<file path="src/rtl/mdio_pkg.sv">
// Shared types and frame constants for the clause-22 MDIO master.
package mdio_pkg;

  typedef enum logic [2:0] {
    StIdle,
    StPreamble,
    StHeader,
    StTurnaround,
    StData,
    StDone
  } mdio_state_e;

  localparam logic [1:0]  MdioOpWrite  = 2'b01;
  localparam logic [1:0]  MdioOpRead   = 2'b10;
  localparam logic [1:0]  MdioSt       = 2'b01;
  localparam logic [1:0]  MdioTaWr     = 2'b10;
  localparam logic [31:0] MdioPreamble = 32'hFFFF_FFFF;

  localparam int MdioPreLen   = 32;
  localparam int MdioFrameLen = 64;
  localparam int MdioTaBit    = 46;
  localparam int MdioDataBit  = 48;

endpackage

</file>
<file path="src/rtl/mdio_clk_gen.sv">
// MDC divider: low phase then high phase of ClkDiv cycles each, held at 0 while disabled.
module mdio_clk_gen #(
  parameter int ClkDiv = 20
) (
  input  logic clk_i,
  input  logic rst_i,
  input  logic en_i,
  output logic mdc_o,
  output logic rise_tick_o,
  output logic fall_tick_o
);
  localparam int CntW = $clog2(2 * ClkDiv);
  localparam logic [CntW-1:0] HalfCnt = CntW'(ClkDiv);
  localparam logic [CntW-1:0] LastCnt = CntW'(2 * ClkDiv - 1);

  logic [CntW-1:0] cnt_q, cnt_d;
  logic            mdc_q;

  assign cnt_d = (cnt_q == LastCnt) ? '0 : cnt_q + CntW'(1);

  always_ff @(posedge clk_i or posedge rst_i) begin
    if (rst_i) begin
      cnt_q <= '0;
      mdc_q <= 1'b0;
    end else if (!en_i) begin
      cnt_q <= '0;
      mdc_q <= 1'b0;
    end else begin
      cnt_q <= cnt_d;
      mdc_q <= (cnt_d >= HalfCnt);
    end
  end

  assign mdc_o       = mdc_q;
  // rise_tick marks the first high cycle; fall_tick the last cycle of a bit, MDC falls after it.
  assign rise_tick_o = en_i & (cnt_q == HalfCnt);
  assign fall_tick_o = en_i & (cnt_q == LastCnt);

endmodule

</file>
<file path="src/rtl/mdio_master_ctrl.sv">
// Clause-22 MDIO master: one read/write request per frame, completion pulse with read data.
// Optional MDIO_PRE_SUPPRESS_EN: only the first frame after reset carries the preamble.
module mdio_master_ctrl
  import mdio_pkg::*;
#(
  parameter int ClkDiv = 20
) (
  input  logic        clk_i,
  input  logic        rst_i,
  input  logic        req_valid_i,
  output logic        req_ready_o,
  input  logic        req_write_i,
  input  logic [4:0]  req_phy_addr_i,
  input  logic [4:0]  req_reg_addr_i,
  input  logic [15:0] req_wdata_i,
  output logic        rsp_valid_o,
  output logic [15:0] rsp_rdata_o,
  output logic        busy_o,
  output logic        mdc_o,
  output logic        mdio_o,
  output logic        mdio_oe_o,
  input  logic        mdio_i
);
  mdio_state_e state_q, state_d;
  logic [5:0]  bit_q, bit_d;
  logic        write_q;
  logic [4:0]  phy_q, reg_q;
  logic [15:0] wdata_q, rd_q, rdata_q;
  logic        mdc_en, rise_tick, fall_tick;
  logic [MdioFrameLen-1:0] frame;

  assign mdc_en = state_q inside {StPreamble, StHeader, StTurnaround, StData};

  mdio_clk_gen #(.ClkDiv(ClkDiv)) u_clk_gen (
    .clk_i       (clk_i),
    .rst_i       (rst_i),
    .en_i        (mdc_en),
    .mdc_o       (mdc_o),
    .rise_tick_o (rise_tick),
    .fall_tick_o (fall_tick)
  );

  assign frame = {MdioPreamble, MdioSt, write_q ? MdioOpWrite : MdioOpRead,
                  phy_q, reg_q, MdioTaWr, wdata_q};

`ifdef MDIO_PRE_SUPPRESS_EN
  logic pre_sent_q;
  always_ff @(posedge clk_i or posedge rst_i) begin
    if (rst_i)                   pre_sent_q <= 1'b0;
    else if (state_q == StHeader) pre_sent_q <= 1'b1;
  end
`endif

  always_comb begin
    state_d     = state_q;
    bit_d       = bit_q;
    req_ready_o = 1'b0;
    rsp_valid_o = 1'b0;
    mdio_o      = 1'b1;
    mdio_oe_o   = 1'b0;
    case (state_q)
      StIdle: begin
        req_ready_o = 1'b1;
        if (req_valid_i) begin
          state_d = StPreamble;
          bit_d   = '0;
`ifdef MDIO_PRE_SUPPRESS_EN
          if (pre_sent_q) begin
            state_d = StHeader;
            bit_d   = 6'(MdioPreLen);
          end
`endif
        end
      end
      StDone: begin
        rsp_valid_o = 1'b1;
        state_d     = StIdle;
      end
      default: begin
        // Reads release the line from the turnaround onward.
        mdio_oe_o = write_q | (bit_q < 6'(MdioTaBit));
        if (mdio_oe_o) mdio_o = frame[6'(MdioFrameLen - 1) - bit_q];
        if (fall_tick) begin
          bit_d = bit_q + 6'd1;
          if (bit_q == 6'(MdioFrameLen - 1))     state_d = StDone;
          else if (bit_q == 6'(MdioDataBit - 1)) state_d = StData;
          else if (bit_q == 6'(MdioTaBit - 1))   state_d = StTurnaround;
          else if (bit_q == 6'(MdioPreLen - 1))  state_d = StHeader;
        end
      end
    endcase
  end

  always_ff @(posedge clk_i or posedge rst_i) begin
    if (rst_i) begin
      state_q <= StIdle;
      bit_q   <= '0;
      write_q <= 1'b0;
      phy_q   <= '0;
      reg_q   <= '0;
      wdata_q <= '0;
      rd_q    <= '0;
      rdata_q <= '0;
    end else begin
      state_q <= state_d;
      bit_q   <= bit_d;
      if (state_q == StIdle && req_valid_i) begin
        write_q <= req_write_i;
        phy_q   <= req_phy_addr_i;
        reg_q   <= req_reg_addr_i;
        wdata_q <= req_wdata_i;
      end
      if (rise_tick && state_q == StData) rd_q <= {rd_q[14:0], mdio_i};
      // Load on entry to DONE so the data is valid alongside the response pulse.
      if (state_q == StData && state_d == StDone) rdata_q <= write_q ? 16'h0 : rd_q;
    end
  end

  assign busy_o      = (state_q != StIdle);
  assign rsp_rdata_o = rdata_q;

endmodule

</file>
<file path="config.mk">
export PLATFORM = sky130hd
export DESIGN_NAME = mdio_master_ctrl
export DESIGN_NICKNAME = d
export VERILOG_FILES = /design/src/rtl/mdio_pkg.sv /design/src/rtl/mdio_clk_gen.sv /design/src/rtl/mdio_master_ctrl.sv
export SDC_FILE = /design/constraint.sdc
export NUM_CORES = 1
export LEC_CHECK = 0
export ABC_AREA = 1
export BUFFER_PORTS_ARGS = -buffer_cell sky130_fd_sc_hd__buf_2
export CAP_MARGIN = 5
export CORE_MARGIN = 4
export CORE_UTILIZATION = 53
export CTS_BUF_LIST = sky130_fd_sc_hd__clkbuf_4 sky130_fd_sc_hd__clkbuf_8
export CTS_CLUSTER_SIZE = 8
export DETAILED_ROUTE_END_ITERATION = 10
export PLACE_DENSITY = 0.87
export SLEW_MARGIN = 10
export SYNTH_ARGS = -nofsm -noshare
export SYNTH_HDL_FRONTEND = slang
export SYNTH_SLANG_ARGS = --single-unit
</file>
<file path="constraint.sdc">
create_clock -name clk_i -period 2.3 [get_ports clk_i]
set_input_delay 0.46 -clock clk_i [delete_from_list [all_inputs] [get_ports clk_i]]
set_output_delay 0.46 -clock clk_i [all_outputs]
set_load 0.02 [all_outputs]
</file>
; ---- Yosys cells after proc, flatten, opt, wreduce, memory -nomap -nowiden
; Cells that the tools add are included.
[word_totals]
mem_count = 0
out_inout_bits = 22
in_bits = 31
rom_bits = 0
latch_bits = 0
mem_bits_rw = 0
ff_bits = 75
[op_classes]
shifts = 0
n_div = 0
add_sub_neg = 3
order_cmp = 3
reduce_logical = 9
mux = 22
n_mul = 0
n_bitwise = 4
eq_ne = 13
[ops]
columns = operator, n
row1 = $eq 6x6->1 const B, 4
row2 = $mux 6, 4
row3 = $mux 3, 6
row4 = $mux 16, 1
row5 = $add 6x1->6 const B, 2
row6 = $eq 6x5->1 const B, 2
row7 = $pmux 6 s2, 1
row8 = $eq 3x3->1 const B, 3
row9 = $lt 6x7->1 const B, 1
row10 = $mux 1, 7
row11 = $bmux 1 s6, 1
row12 = $eq 3x2->1 const B, 2
row13 = $ge 6x5->1 const B, 1
row14 = $lt 6x6->1 const B, 1
row15 = $pmux 3 s2, 1
row16 = $sub 6x6->6 const A, 1
row17 = $reduce_bool 4->1, 1
row18 = $eq 3x1->1 const B, 1
row19 = $logic_and 1x1->1, 3
row20 = $logic_not 3->1, 1
row21 = $reduce_and 3->1, 1
row22 = $reduce_bool 3->1, 1
row23 = $and 1x1->1, 2
row24 = $mux 2, 1
row25 = 5 further kinds, 5

; ---- Longest topological paths before layout
; Gate-level depths: netlist of run 1.
[logic_depth]
ltp_word = 9
mapped_depth = 14
mapped_depth_nobuf = 13

; ---- Hierarchy
; A second synthesis of run 1 with hierarchy kept.
[unflattened]
cells_unflattened = 454
area_unflattened_um2 = 3637.2
[modules_own_cells]
columns = module, area_each_um2, seq_area_each_um2, instances, cells_per_inst
row1 = mdio_master_ctrl, 3251.9, 1701.6, 1, 406
row2 = mdio_clk_gen, 385.4, 175.2, 1, 48

; ---- Least setup slack after synthesis of run 1
; OpenSTA, ideal clock, no wires.
[synth_path]
kind = reg-to-output
startpoint = reg state_q[0]
endpoint = out mdio_o
n_path_buf = 0
path_slack_ns = 0.364
stages_incl_launch_ff = 8
t_arrival_ns = 1.476
path_cell_list = dfrtp_1 -> inv_1 -> nand2_2 -> nor2_2 -> inv_2 -> o21ai_1 -> a21oi_1 -> nand2_1
[synth_via]
elab_chain_len = 3
[synth_rtl]
columns = element, line_no
row1 = start: declaration, mdio_master_ctrl.sv:24  ; mdio_state_e state_q, state_d;
row2 = start signal: assignment, mdio_master_ctrl.sv:96  ; state_q <= StIdle;
row3 = start signal: assignment, mdio_master_ctrl.sv:105  ; state_q <= state_d;
row4 = $eq 3x3->1 / $logic_not 3->1 (equally long branches), mdio_master_ctrl.sv:61  ; case (state_q)
row5 = $reduce_or 2->1 (no source line) (*), -
row6 = $mux 1 (*), mdio_master_ctrl.sv:61
row7 = end: declaration, mdio_master_ctrl.sv:20  ; output logic mdio_o,
; Mark *: on every way between the ends. The rest lies on a longest branch, timed or not.

; ---- Final worst setup path of run 1
[layout_path]
startpoint = reg bit_q[0]
endpoint = out mdio_o
[layout_via]
elab_chain_len = 5
[layout_rtl]
columns = element, line_no
row1 = start: declaration, mdio_master_ctrl.sv:25  ; logic [5:0] bit_q, bit_d;
row2 = start signal: assignment, mdio_master_ctrl.sv:106  ; bit_q <= bit_d;
row3 = $sub 6x6->6, mdio_master_ctrl.sv:82  ; if (mdio_oe_o) mdio_o = frame[6'(MdioFrameLen - 1) - bit_q];
row4 = $bmux 1 s6, mdio_master_ctrl.sv:82
row5 = $mux 1 (implied by the code), mdio_master_ctrl.sv:82
row6 = $mux 1 (*), mdio_master_ctrl.sv:82
row7 = $mux 1 (*), mdio_master_ctrl.sv:61
; Mark *: on every way between the ends. The rest lies on a longest branch, timed or not. The select of a mux whose other input is x is not followed.

==> run summary, run 1 <==
Status - finished with violations
Violated checks - setup timing
Reg clk slew, reported paths - 80 ps
HP Class - in2async
Peak supply drop - 0.310 mV
I/O pin total - 53
Max-slew headroom - 64.9%
Placer Congestion - 0.853
Post-DP HPWL - 5230 microns
Worst Setup SP - bit_q[0]
RSZ-0062 raised after global routing - yes
Crit-path cells - clkinvlp_4 > o21ai_1 > o22ai_1 > a21oi_1 > nand2_1 > nand2_1 > nand2_1 > buf_6
Reg2reg path depth - 12
Total Routing Usage GR - 20.2%
Switching share of total power - 22.4%
Critical R2R Launch - bit_q[0]
Largest net degree at the start of global routing - 76
Placed cells - 577
Setup WS post-layout - -35.9 ps
Most common cell in the netlist - nand2_1
Vias in the first global route - 3144
Drt via density - 5.14
Pre-CTS WS - -9.92 ps
Mapped Avg Cell Area - 8.11 sq um
Initial Utilization - 54.5%
Clock period minus worst slack - 2340 ps
Critical Path Max Stage Delay - 510 ps
Number of I/O port buffers - 52
H-tree Lvls - 3
Num rows - 30
Top post-synthesis cells by count - nand2_1, dfrtp_1, inv_1
Crit-path slowest cell - dfrtp_2
Reg power frac - 52.0%
Avg WL per Cell - 12.9 microns
NetSw - 567 uW
Share of layout cells above drive strength 1 - 25.0%
Initial antenna violation count - 0
Most used cell, CP - nand2_1
Met3 Wirelength - 465 microns
Clk_lat worst skew - 360 ps
Clock share of power - 45.9%
Cell Area, Placed - 4030 sq um
Count of final setup violators - 1
Root buf cell - clkbuf_8
Final wirelength - 7770 microns
Mapped Cells - 454
Yosys cell types - 28
Top Metal Used - met4
Actual slew at the worst max-slew pin - 526 ps
Area of the core - 6760 sq um
Final cell count without fillers - 603
Clock tree buffer depth - 2
Biggest area consumer among synthesized cells - dfrtp_1
Async SR Flop Fraction - 100%
Max Fclk - 428 MHz
Sequential fraction of the synthesis area - 51.0%
Slew Viols, Final - 0
Cts hold-fix bufs - 0
Setup Crit Path Kind - reg2out
Final #Nets - 553
CTS Buf Count - 9
TritonRoute pass-1 iters - 4
Met1 WL - 3510 microns
Gr ovfl total - 0
Gate power share - 2.2%
Int Power - 1970 uW
Fin Clk Skew - 8.60 ps
Area Growth Syn to Fin - 18.3%
Largest cells by area after synthesis - dfrtp_1, nand2_1, o21ai_0, inv_1, nor2_1
Die W - 91.4 microns
Prevailing post-synth register cell - dfrtp_1
Final instance area - 4360 sq um
Critical Path End Type - output port
Max-cap violations - 0
Mapped Nets - 489
Via count - 3097
Synth Register Bits - 75
CP Launch Type - flip-flop
Residual DRC count - 0
Cell Area, Synth - 3680 sq um
Peak fanout along the critical path - 8
First-pass GRT wire length - 13600 microns
Fill cell count - 566
Pleak - 0.00230 uW
Register Area - 1880 sq um
Antenna Cells - 0
DRT antenna net count - 0
CTS tree - done
Number of synthesized flops with an enable pin - 0
DR iter-0 viols - 172
Met2 WL - 3650 microns
Power Density - 582 nW/um^2
Yosys top cell area share - 51.0%
Final hold vios - 0
Total die area - 8350 sq um
Yosys warns - 0
Clock Sinks - 75
Final worst path period share - 102%
Fin util - 64.5%
Die H - 91.4 microns
Critical Path RT - 1840 ps
Area occupied by multi-input gates - 1530 sq um
Hold slack final - 187 ps
Worst Path Arrival - 1880 ps
repair_timing:
action / in CTS / in global routing
endpoints found under the setup margin: 17 / 1
pin swaps: 1 / 0
buffers inserted: 8 / 1
resized for setup: 7 / 8
gates cloned: 1 / 0
logic make-up (layout without fill, tap and decap cells):
group           after synthesis  count (layout)  share of synthesized area, %
xor+xnor                      2               2                         0.476
compound gates               61              61                          9.07
flops                        75              75                          51.0
buf+inv                      67             136                          7.47
fa+ha+maj                     4               4                          1.36
simple gates                245             245                          30.7
registers in the layout (all words and copies together), names as in the netlist, 3 cells and up:
name             count
wdata_q             16
rd_q                16
reg_q                5
u_clk_gen.cnt_q      6
phy_q                5
bit_q                6
rsp_rdata_o         16
state_q              3
per-stage QoR:
| step | TNS, ps | power (uW) |
|---|---|---|
| 6_report | -35.9 | 2540 |
| 5_1_grt | -165 | 2620 |
| 4_1_cts | -24.5 | 2550 |
| 3_5_place_dp | -14.3 | 1400 |
| 3_3_place_gp | 0 | 1400 |
| 2_1_floorplan | 0 | 1370 |
final cells by class:
type / count / area share [%]
multi-input combinational: 312 / 35.2
timing repair buffer: 68 / 9.41
clock buffer: 9 / 2.84
inverter: 51 / 4.56
clock inverter: 7 / 2.41
tap: 80 / 2.30
timing repair inverter: 1 / 0.172
sequential: 75 / 43.1
metal layers:
metal	vias up	global-route usage [%]
li1	1546	-
met1	1435	26.0
met2	99	32.9
met3	17	4.89
met4	0	8.04
met5	-	0
critical path: cells and delay by family, from the launching register on:
kind,cells,cell delay [ps]
flip-flops,1,510
AO/OA/AOI/OAI,3,440
buffers and inverters,2,350
AND/OR/NAND/NOR,3,220
cells in the final DEF (no fill, tap or decap), types with 2 or more instances in the layout:
| master | netlist | layout |
|---|---|---|
| dfrtp_1 | 75 | 73 |
| nor2_1 | 44 | 43 |
| dfrtp_2 | 0 | 2 |
| clkbuf_8 | 0 | 9 |
| bufinv_16 | 0 | 2 |
| buf_2 | 3 | 51 |
| nand2_1 | 133 | 133 |
| a21oi_1 | 14 | 14 |
| buf_4 | 1 | 12 |
| nand3_1 | 27 | 27 |
| ha_1 | 4 | 4 |
| inv_2 | 5 | 5 |
| inv_1 | 45 | 43 |
| o211ai_1 | 3 | 3 |
| nand2_4 | 13 | 13 |
| xor2_1 | 2 | 2 |
| o22ai_1 | 2 | 2 |
| nor3_1 | 6 | 6 |
| nor2_2 | 1 | 2 |
| clkinvlp_4 | 0 | 4 |
| o21ai_1 | 3 | 8 |
| nor2_4 | 2 | 2 |
| buf_6 | 0 | 4 |
| inv_6 | 0 | 3 |
| o21ai_0 | 36 | 31 |
| nand2_2 | 17 | 17 |
path summary, 6_finish.rpt:
| path | to | slack [ps] |
|---|---|---|
| max | mdio_o | -40 |
| min | rd_q[5] | 190 |
| max reg2reg | rsp_rdata_o[2] | 180 |
| min reg2reg | rsp_rdata_o[0] | 470 |
| max in group asynchronous | bit_q[0] | 1780 |
| min in group clk_i | phy_q[3] | 290 |
power groups by stage:
stage | clock network, uW | logic [uW] | registers (uW)
final | 1160 | 54.9 | 1320
after global routing | 1240 | 63.9 | 1320
after CTS | 1180 | 57.3 | 1320
after floorplan | 0 | 20.6 | 1340
after global placement | 0 | 56.2 | 1340
after detailed placement | 0 | 57.1 | 1340
Power figures use the tool's default switching activity.
==> run 2: changes to the inputs <==
--- a/config.mk
+++ b/config.mk
@@ -9,11 +9,11 @@
 export BUFFER_PORTS_ARGS = -buffer_cell sky130_fd_sc_hd__buf_2
 export CAP_MARGIN = 5
 export CORE_MARGIN = 4
-export CORE_UTILIZATION = 53
+export CORE_UTILIZATION = 35
 export CTS_BUF_LIST = sky130_fd_sc_hd__clkbuf_4 sky130_fd_sc_hd__clkbuf_8
 export CTS_CLUSTER_SIZE = 8
 export DETAILED_ROUTE_END_ITERATION = 10
-export PLACE_DENSITY = 0.87
+export PLACE_DENSITY = 0.64
 export SLEW_MARGIN = 10
 export SYNTH_ARGS = -nofsm -noshare
 export SYNTH_HDL_FRONTEND = slang
==> run 2 against run 1 <==
Against the previous run: the flow now finishes without violations; sequential power hardly changed; critical path depth is 2 higher; register-to-register slack better by 40 ps; worst hold slack better by 25 ps; via count is 2.0% lower; fmax is 2.1% higher; flip-flop and latch count stayed put; largest cell class unchanged.
==> run summary, run 2 (synthesis gave the netlist of run 1 again) <==
CTS tree - done
Total die area - 12200 sq um (+47%)
Final wirelength - 7880 microns (+1.4%)
Max-cap violations - 0 (unchanged)
Final #Nets - 550 (-0.54%)
Area Growth Syn to Fin - 19.0%
Die W - 111 microns (+21%)
Setup Crit Path Kind - reg2out
Share of layout cells above drive strength 1 - 24.6% (-0.43 points)
Clock share of power - 45.3% (-0.6 points)
Most frequent cells in the layout - nand2_1, dfrtp_1, buf_2
Post-DP HPWL - 5470 microns (+4.5%)
Critical Path End Type - output port
DR iter-0 viols - 123 (-28%)
Register Area - 1880 sq um (about the same)
Reg power frac - 52.5% (+0.5 points)
Avg WL per Cell - 12.0 microns (-6.8%)
Clock Sinks - 75 (unchanged)
Max Fclk - 437 MHz (+2.1%)
Pleak - 0.00228 uW (-0.67%)
Peak supply drop - 0.309 mV (-0.48%)
Pre-CTS WS - 60.4 ps (+70.3 ps)
Largest net degree at the start of global routing - 76 (unchanged)
Final worst path period share - 99.4% (-2.1 points)
Gr ovfl total - 0 (unchanged)
RSZ-0062 raised after global routing - yes
Total Routing Usage GR - 13.4% (-6.8 points)
Final instance area - 4380 sq um (+0.55%)
HP Class - in2async
Area of the core - 10300 sq um (+52%)
Number of I/O port buffers - 52 (unchanged)
Setup WS post-layout - 13.2 ps (+49.1 ps)
Worst Path Arrival - 1830 ps (-50 ps)
Cell Area, Placed - 4100 sq um (+1.7%)
Area occupied by multi-input gates - 1540 sq um (about the same)
Final hold vios - 0 (unchanged)
Residual DRC count - 0 (unchanged)
Drt via density - 4.63 (-9.9%)
Switching share of total power - 22.1% (-0.30 points)
NetSw - 554 uW (-2.3%)
Power Density - 573 nW/um^2 (-1.5%)
TritonRoute pass-1 iters - 4 (unchanged)
First-pass GRT wire length - 13700 microns (+0.86%)
Cts hold-fix bufs - 0 (unchanged)
Num rows - 37 (+23%)
I/O pin total - 53 (unchanged)
Int Power - 1960 uW (-0.54%)
Commonest non-fill, non-tap cell in the layout - nand2_1
Peak fanout along the critical path - 7 (-1)
Antenna Cells - 0 (unchanged)
CP Launch Type - flip-flop
Initial Utilization - 35.8% (-19 points)
Slew Viols, Final - 0 (unchanged)
Status - finished, final reports clean
Clock tree buffer depth - 2 (unchanged)
Actual slew at the worst max-slew pin - 523 ps (-2.11 ps)
Clock period minus worst slack - 2290 ps (-49.1 ps)
H-tree Lvls - 3 (unchanged)
Critical Path RT - 1840 ps (about the same)
Initial antenna violation count - 0 (unchanged)
Count of final setup violators - 0 (-1)
Root buf cell - clkbuf_8
Max-slew headroom - 65.1% (+0.14 points)
Vias in the first global route - 3001 (-4.5%)
Reg clk slew, reported paths - 80 ps (about the same)
Gate power share - 2.3% (about the same)
Placer Congestion - 0.881 (+3.3%)
Via count - 3036 (-2.0%)
Fin Clk Skew - 12.2 ps (+3.57 ps)
Clk_lat worst skew - 350 ps (about the same)
Fill cell count - 1090 (+93%)
CTS Buf Count - 9 (unchanged)
DRT antenna net count - 0 (unchanged)
Die H - 111 microns (+21%)
==> run 2: cell types whose count changed in the layout (fill, tap and decap cells not counted), sizes merged <==
cell,delta
buf,-3
clkinv,+1
inv,-1
==> run 2: power groups by stage <==
stage                     sequential, uW  combinational, uW  clock, uW
final                               1320               56.5       1140
after global routing                1320               66.0       1220
after CTS                           1320               59.3       1170
after detailed placement            1340               59.2          0
after global placement              1340               58.0          0
after floorplan                     1340               20.6          0
==> run 2: layer usage <==
| metal | part of all wire, % | up-vias | global-route usage (%) |
|---|---|---|---|
| met5 | 0 | - | 0 |
| met4 | 1.7 | 0 | 4.76 |
| met3 | 5.3 | 13 | 4.05 |
| met2 | 45 | 87 | 20.6 |
| met1 | 48 | 1390 | 18.0 |
| li1 | - | 1546 | - |
==> run 2: worst paths after layout <==
path | cells past startpoint | to | startpoint | slack, ps
worst max-delay path | 10 | mdio_o | bit_q[0] | 10
worst min-delay path | 3 | wdata_q[9] | rst_i | 210
worst max register to register | 11 | rsp_rdata_o[13] | bit_q[0] | 220
worst min register to register | 2 | rsp_rdata_o[14] | rsp_rdata_o[14] | 480
max in group asynchronous | 3 | bit_q[0] | rst_i | 1770
min in group clk_i | 3 | phy_q[4] | req_phy_addr_i[4] | 300
==> run 2: final cells by class <==
type                    instances  area share (%)
clock buffers                   9            2.83
clock inverters                 7            2.26
inverters                      51            4.54
multi-input cells             312            35.0
flip-flops and latches         75            42.8
well taps                     136            3.88
repair buffers                 65            8.45
repair inverters                1           0.171
==> run 2: stage by stage <==
step                      setup TNS (ps)  utilization (%)  hold WS [ps]  power (uW)  std cells
after global placement                 0             39.9           454        1400        633
after floorplan                        0                -           443        1370        454
after CTS                              0             42.2           219        2540        651
final                                  0             42.6           211        2510        656
after detailed placement               0             39.9           457        1400        633
after global routing                -112             42.6           239        2600        656
==> run 2: what timing repair did <==
item	4_1_cts	5_1_grt
endpoints found under the setup margin	1	18
setup buffers	1	5
gates resized for setup	3	3
gates cloned	1	0
pin swaps	0	1
==> run 2: worst max-delay path, stage by stage (launching register included) <==
cell and delay, ps:
dfrtp_2 480, buf_4 180, o211ai_1 160, nand2_1 90
nand2_1 70, nand2_1 50, a21oi_1 100, nand2_1 60
nand2_1 70, nand2_1 50, buf_2 160
